[src/rtl/toggle_hs_receiver_pkg.sv]
// Shared types and constants for the two-phase (toggle) handshake receiver.
package toggle_hs_receiver_pkg;

  typedef enum logic {
    IDLE = 1'b0,
    HOLD = 1'b1
  } hs_state_t;

  localparam int unsigned SYNC_STAGES_MIN = 2;

endpackage

[src/rtl/toggle_hs_receiver_sync.sv]
// Toggle synchronizer: N-flop chain to a level, one delay flop, and the XOR edge detect.
module toggle_sync
  import toggle_hs_receiver_pkg::*;
#(
  parameter int unsigned STAGES = 2
) (
  input  logic clk,
  input  logic rst,
  input  logic i_tgl,
  output logic o_lvl,
  output logic o_edge
);

  // Requests below the metastability minimum are widened rather than rejected.
  localparam int unsigned N = (STAGES < SYNC_STAGES_MIN) ? SYNC_STAGES_MIN : STAGES;

  logic [N-1:0] r_chain;
  logic         r_d;

  always_ff @(posedge clk) begin
    if (!rst) begin
      r_chain <= '0;
      r_d     <= 1'b0;
    end else begin
      r_chain <= {r_chain[N-2:0], i_tgl};
      r_d     <= r_chain[N-1];
    end
  end

  assign o_lvl  = r_chain[N-1];
  assign o_edge = r_chain[N-1] ^ r_d;

endmodule

[src/rtl/toggle_hs_receiver.sv]
// Receive side of a two-phase bundled-data handshake with valid/ready output,
// event counter and sticky overrun flag.
module toggle_hs_receiver
  import toggle_hs_receiver_pkg::*;
#(
  parameter int unsigned DATA_W      = 8,
  parameter int unsigned SYNC_STAGES = 2,
  parameter int unsigned CNT_W       = 8
) (
  input  logic              clk,
  input  logic              rst,
  input  logic              req_tgl,
  input  logic [DATA_W-1:0] data_in,
  output logic              ack_tgl,
  output logic              out_valid,
  output logic [DATA_W-1:0] out_data,
  input  logic              out_ready,
  input  logic              evt_clr,
  output logic [CNT_W-1:0]  evt_count,
  output logic              overrun
);

  hs_state_t         r_state;
  hs_state_t         w_state_nxt;
  logic              w_req_s;
  logic              w_req_edge;
  logic              w_capture;
  logic              w_consume;
  logic              w_ovr_evt;
  logic              r_ack;
  logic [DATA_W-1:0] r_data;
  logic [CNT_W-1:0]  r_count;
  logic              r_overrun;

  toggle_sync #(
    .STAGES (SYNC_STAGES)
  ) u_req_sync (
    .clk    (clk),
    .rst    (rst),
    .i_tgl  (req_tgl),
    .o_lvl  (w_req_s),
    .o_edge (w_req_edge)
  );

  always_comb begin
    w_state_nxt = r_state;
    w_capture   = 1'b0;
    w_consume   = 1'b0;
    w_ovr_evt   = 1'b0;
    unique case (r_state)
      IDLE: begin
        if (w_req_edge) begin
          w_capture   = 1'b1;
          w_state_nxt = HOLD;
        end
      end
      HOLD: begin
        // An edge in HOLD is dropped even when the word is consumed this cycle.
        w_ovr_evt = w_req_edge;
        if (out_ready) begin
          w_consume   = 1'b1;
          w_state_nxt = IDLE;
        end
      end
      default: w_state_nxt = IDLE;
    endcase
  end

  always_ff @(posedge clk) begin
    if (!rst) begin
      r_state   <= IDLE;
      r_ack     <= 1'b0;
      r_data    <= '0;
      r_count   <= '0;
      r_overrun <= 1'b0;
    end else begin
      r_state <= w_state_nxt;
      if (w_capture) r_data <= data_in;
      if (w_consume) r_ack  <= ~r_ack;
      if (evt_clr)        r_count <= '0;
      else if (w_consume) r_count <= r_count + 1'b1;
      if (evt_clr)        r_overrun <= 1'b0;
      else if (w_ovr_evt) r_overrun <= 1'b1;
    end
  end

  assign ack_tgl   = r_ack;
  assign out_valid = (r_state == HOLD);
  assign out_data  = r_data;
  assign evt_count = r_count;
  assign overrun   = r_overrun;

endmodule

[config.mk]
export PLATFORM = sky130hd
export DESIGN_NAME = toggle_hs_receiver
export DESIGN_NICKNAME = d
export VERILOG_FILES = /design/src/rtl/toggle_hs_receiver_pkg.sv /design/src/rtl/toggle_hs_receiver_sync.sv /design/src/rtl/toggle_hs_receiver.sv
export SDC_FILE = /design/constraint.sdc
export NUM_CORES = 1
export LEC_CHECK = 0
export CELL_PAD_IN_SITES_DETAIL_PLACEMENT = 2
export CELL_PAD_IN_SITES_GLOBAL_PLACEMENT = 2
export CORE_AREA = 2 2 64 66
export DETAILED_ROUTE_END_ITERATION = 7
export DIE_AREA = 0 0 66 68
export PLACE_DENSITY_LB_ADDON = 0.1
export REMOVE_ABC_BUFFERS = 1
export SLEW_MARGIN = 5
export SYNTH_ARGS = -nofsm -noshare
export SYNTH_HDL_FRONTEND = slang
export SYNTH_SLANG_ARGS = --single-unit
[constraint.sdc]
create_clock -name clk -period 1.7 [get_ports clk]
set_clock_uncertainty 0.1 [all_clocks]
set_input_delay 0.255 -clock clk [delete_from_list [all_inputs] [get_ports clk]]
set_output_delay 0.255 -clock clk [all_outputs]
set_load 0.05 [all_outputs]
==> results of run 1 <==
worst max path at each step:
| stage | start | to | cells past startpoint |
|---|---|---|---|
| after floorplan | out_valid$_SDFF_PN0_ | evt_count[7]$_SDFFE_PP0P_ | 3 |
| after detailed placement | out_ready | evt_count[7]$_SDFFE_PP0P_ | 4 |
| after global routing | u_req_sync.r_d$_SDFF_PN0_ | out_data[5]$_SDFFE_PN0P_ | 3 |
| after CTS | u_req_sync.r_d$_SDFF_PN0_ | out_data[4]$_SDFFE_PN0P_ | 3 |
| after global placement | out_ready | evt_count[7]$_SDFFE_PP0P_ | 4 |
| final | u_req_sync.r_d$_SDFF_PN0_ | out_data[4]$_SDFFE_PN0P_ | 3 |
registers in the layout, summed over array words and instances (netlist names):
signal	cells
u_req_sync.r_chain	2
overrun	1
out_data	8
evt_count	8
u_req_sync.r_d	1
ack_tgl	1
out_valid	1
cells by family (layout without fill, tap and decap cells):
logic type	count (synthesis)	after routing	share of synthesized area [%]
adder cells (fa/ha/maj)	1	1	1.51
XOR/XNOR	5	5	5.28
AO/OA/AOI/OAI	29	29	17.8
AND/OR/NAND/NOR	30	30	19.5
buffers and inverters	6	43	2.87
flip-flops	22	22	53.1
metal layers:
| metal | global-route usage (%) | share of wire, % | vias up | wire length, um |
|---|---|---|---|---|
| met5 | 0 | 0 | - | 0 |
| met4 | 3.83 | 0.55 | 0 | 14 |
| met3 | 2.80 | 4.8 | 2 | 121 |
| met2 | 22.6 | 53 | 22 | 1340 |
| met1 | 13.5 | 42 | 407 | 1050 |
| li1 | - | - | 404 | - |
power by group through the flow:
| stage | Clock [mW] | Combinational (mW) | Sequential [mW] |
|---|---|---|---|
| 2_1_floorplan | 0 | 0.0354 | 0.601 |
| 3_3_place_gp | 0 | 0.162 | 0.554 |
| 3_5_place_dp | 0 | 0.165 | 0.555 |
| 4_1_cts | 0.351 | 0.167 | 0.544 |
| 5_1_grt | 0.364 | 0.175 | 0.546 |
| 6_report | 0.326 | 0.163 | 0.543 |
layout make-up:
cell class                      count  area (um^2)
Multi-Input combinational cell     65          365
Sequential cell                    22          440
Tap cell                           50         62.6
Fill cell                         466         2610
Inverter                            4         15.0
Clock buffer                        3         41.3
Timing Repair Buffer               36          325
worst register-to-register path: stages (launching register included):
cell and delay (ps):
dfxtp_1 330, xnor2_1 750, o21ai_1 110, a21oi_1 190
per-stage QoR:
stage                     TNS, ps  instances  hold slack [ps]
after CTS                       0        180              348
after global placement          0        177              331
after detailed placement    -21.7        177              327
after floorplan              -206         91              271
final                           0        180              344
after global routing            0        180              389
synthesized netlist by cell type (all sizes together):
| cell type | instances |
|---|---|
| dfxtp | 22 |
| a21oi | 16 |
| o21ai | 12 |
| nand3 | 11 |
| nand2 | 4 |
| nor2 | 4 |
| or3 | 4 |
| and2 | 3 |
| xor2 | 3 |
| clkinv | 2 |
| inv | 2 |
| nand4 | 2 |
| xnor2 | 2 |
| buf | 1 |
| clkbuf | 1 |
| ha | 1 |
| nand2b | 1 |
| o31ai | 1 |
| or4 | 1 |
==> results.cfg, run 1 <==
[yosys]
synthTopCellsByArea = dfxtp_1, a21oi_1, nand3_1
synth.cell_area_um2 = 830
avgSynthCellArea_um2 = 8.92
synthCells = 93
ys_types = 21
synth_top_area_cell = dfxtp_1
yosys_warnings = 0
ys_seq_area_share_pct = 53.1
synth_seq_cells = 22
netlist.area_leader.share_pct = 53.1

[cells_and_area]
num-nets-final = 146
postLayoutCellArea_um2 = 1250
most-common-layout-cells = dfxtp_1, buf_4, a21oi_1
diodes = 0
drive_above_1_share_pct = 21.5
area_delta_synth_final_pct = 50.7
finish.utilization_pct = 32.4

[power]
leakage_nw = 0.472
combPwrFrac_pct = 15.8
p_switching_mw = 0.277
intPower_mw = 0.755
power_density_nw_per_um2 = 826
finalPower_mw = 1.03
p_sw_share_pct = 26.9
clock_power_share_pct = 31.6
ir_drop_v = 0.000217
pwr-share-seq_pct = 52.6

[worst_hold_path]
worstHoldPathCells = 1
hp-class = reg -> reg
hp-start = u_req_sync.r_chain[0]$_SDFF_PN0_
min_to = u_req_sync.r_chain[1]$_SDFF_PN0_

[timing]
fin_crit_sh_pct = 92.2
min_period_ps = 1570
rsz0062_at_grt = no
fin_ws_ps = 132
max_freq_mhz = 638
maxSlewViolCount = 0
slew_headroom_pct = 37.7
final_hold_viol_count = 0
setup_viol = 0
tightestPinTransition_ps = 928

[worst_setup_path]
worstPathArrival_ps = 1650
worstPathMaxFanout = 9
critPathKind = reg -> reg
rr_worst_depth = 3
r2r_setup_slack_ps = 130
worstPathRequired_ps = 1780
critPathBufInv = 0
r2r_end = out_data[4]$_SDFFE_PN0P_
critPathLaunchType = flip-flop
regToRegStartpoint = u_req_sync.r_d$_SDFF_PN0_
cpLargestDelayFamily = XOR/XNOR gates
endpoint_kind = flip-flop
slowest_stage = xnor2_1
max_stage_delay_ps = 750
path_cells = xnor2_1 > o21ai_1 > a21oi_1

[placed_design]
dpl_cell_area_um2 = 1210
post-place-ws_ps = -21.7
place_congestion = 0.661
hpwl_um = 1850
portBuffers = 31

[grt]
grt_antenna_before_repair = 0
grt_usage_pct = 12.0
grt_start_max_net_pins = 12
grt_overflow_total = 0
first_global_vias = 859
grt_pass1_wl_um = 4060

[floorplan]
core_um2 = 3860
ioPinCount = 32
die_w_um = 66
die_h_um = 68
row_count = 23
die-area_um2 = 4490
start_util_pct = 21.5

[clocking]
ctsHoldBuffers = 0
clock_latency_ps = 260
ctsResizeCount = 0
h-tree-depth = 1
tritoncts = yes
cts_buffers = 3
post-cts-setup-buffers = 0
cts.sinks = 22
cts.clk_slew.worst_paths_ps = 80
cts-root-buf = clkbuf_8
cts_buffer_depth = 2

[drt]
routed_via_density = 4.64
wl_per_cell_um = 14.0
dr.pass1.iters = 2
via_count = 835
drt-total-wl_um = 2530
first_iter_violations = 8
drc = 0
postRouteAntennaNets = 0

[outcome]
status = finished, final reports clean

[job]
maxCapViolations = 0
(Power assumes the default switching activity.)
==> run 2: changes to the inputs <==
--- a/config.mk
+++ b/config.mk
@@ -10,7 +10,7 @@
 export CORE_AREA = 2 2 64 66
 export DETAILED_ROUTE_END_ITERATION = 7
 export DIE_AREA = 0 0 66 68
-export PLACE_DENSITY_LB_ADDON = 0.1
+export PLACE_DENSITY = 0.79
 export REMOVE_ABC_BUFFERS = 1
 export SLEW_MARGIN = 5
 export SYNTH_ARGS = -nofsm -noshare
==> run 2 against run 1 <==
- setup slack better by 76 ps
- sequential share of layout area down 0.38 points
- global-route usage down 0.81 points
- sequential cell count unchanged
- maximum frequency up 5.1%
- clock power up 17%
- highest routed layer is now met3
==> results.cfg, run 2 (synthesis gave the netlist of run 1 again) <==
[timing]
fin_crit_sh_pct = 87.8
maxSlewViolCount = 0
final_hold_viol_count = 0
min_period_ps = 1490
setup_viol = 0
tightestPinTransition_ps = 379
totalNegativeSetupSlack_ps = 0
rsz0062_at_grt = no
slew_headroom_pct = 74.7
max_freq_mhz = 670

[clocking]
tritoncts = yes
cts.sinks = 22
clock_latency_ps = 260
ctsResizeCount = 0
cts_buffers = 3
cts-root-buf = clkbuf_8
h-tree-depth = 1
cts.clk_slew.worst_paths_ps = 80
ctsHoldBuffers = 0
cts_buffer_depth = 2
post-cts-setup-buffers = 0

[power]
clock_power_share_pct = 35.0
ir_drop_v = 0.000391
power_density_nw_per_um2 = 861
leakage_nw = 0.479
intPower_mw = 0.805
combPwrFrac_pct = 15.2
p_switching_mw = 0.283
pwr-share-seq_pct = 49.8
p_sw_share_pct = 26.0

[job]
maxCapViolations = 0

[drt]
first_iter_violations = 9
drc = 0
routed_via_density = 4.61
drt-total-wl_um = 2450
dr.pass1.iters = 3
wl_per_cell_um = 13.5
via_count = 835
postRouteAntennaNets = 0

[floorplan]
row_count = 23
ioPinCount = 32
die_h_um = 68
start_util_pct = 21.5
die_w_um = 66
core_um2 = 3860
die-area_um2 = 4490

[placed_design]
portBuffers = 31
dpl_cell_area_um2 = 1210
hpwl_um = 1890
place_congestion = 0.735
dp.cells = 177

[worst_setup_path]
worstPathArrival_ps = 1580
critPathKind = reg -> reg
worstPathMaxFanout = 5
endpoint_kind = flip-flop
worstPathRequired_ps = 1790
critPathLaunchType = flip-flop

[cells_and_area]
drive_above_1_share_pct = 22.1
postLayoutCellArea_um2 = 1260
num-nets-final = 146
diodes = 0
area_delta_synth_final_pct = 52.3
most-common-layout-cells = dfxtp_1, buf_4, a21oi_1
final_cells = 181
fillerInstances = 455

[worst_hold_path]
hp-class = reg -> reg

[grt]
grt_start_max_net_pins = 14
first_global_vias = 858
grt_overflow_total = 0
grt_antenna_before_repair = 0
grt_pass1_wl_um = 3930
grt_usage_pct = 11.2

[outcome]
status = finished, final reports clean
## run 2: changes by cell type in the layout (fill, tap and decap cells not counted), sizes merged
cell    delta
clkbuf     +1
## run 2: worst paths after layout
check / cells past startpoint / slack [ps] / end / start
hold / removal: 1 / 340 / u_req_sync.r_chain[1]$_SDFF_PN0_ / u_req_sync.r_chain[0]$_SDFF_PN0_
hold reg to reg: 1 / 340 / u_req_sync.r_chain[1]$_SDFF_PN0_ / u_req_sync.r_chain[0]$_SDFF_PN0_
setup reg to reg: 4 / 210 / evt_count[6]$_SDFFE_PP0P_ / evt_count[0]$_SDFFE_PP0P_
setup / recovery: 4 / 210 / evt_count[6]$_SDFFE_PP0P_ / evt_count[0]$_SDFFE_PP0P_
## run 2: metrics by stage
step / power, mW / setup slack [ps] / hold WS, ps / utilization (%)
after floorplan: 0.637 / -145 / 271 / -
after global placement: 0.716 / 16.6 / 320 / 31.3
after global routing: 1.14 / 128 / 363 / 32.8
after CTS: 1.11 / 171 / 345 / 32.8
final: 1.09 / 208 / 336 / 32.8
after detailed placement: 0.723 / -18.3 / 320 / 31.3
## run 2: power by group through the flow
stage	logic [mW]	registers, mW	clock network (mW)
CTS	0.169	0.542	0.396
global placement	0.163	0.553	0
global route	0.177	0.544	0.421
detailed placement	0.169	0.554	0
finish	0.165	0.542	0.381
floorplan	0.0354	0.601	0
## run 2: layer usage
layer  vias to the layer above  track usage, %  share of wire (%)
li1                        407               -                  -
met1                       407            13.4                 43
met2                        21            20.3                 52
met3                         0            2.63                5.8
met4                         0            3.06                  0
met5                         -               0                  0
## run 2: worst max-delay path, cell delays in order, from the launching register on
cell     delay, ps
dfxtp_1        470
ha_1           190
nand3_1        170
or3_1          360
a21oi_1        140
## run 2: layout make-up
class,instances,area (um^2),share of cell area [%]
Sequential cell,22,440,34.9
Clock buffer,4,55.1,4.36
Multi-Input combinational cell,65,365,28.9
Inverter,4,15.0,1.19
Timing Repair Buffer,36,325,25.7
Tap cell,50,62.6,4.95
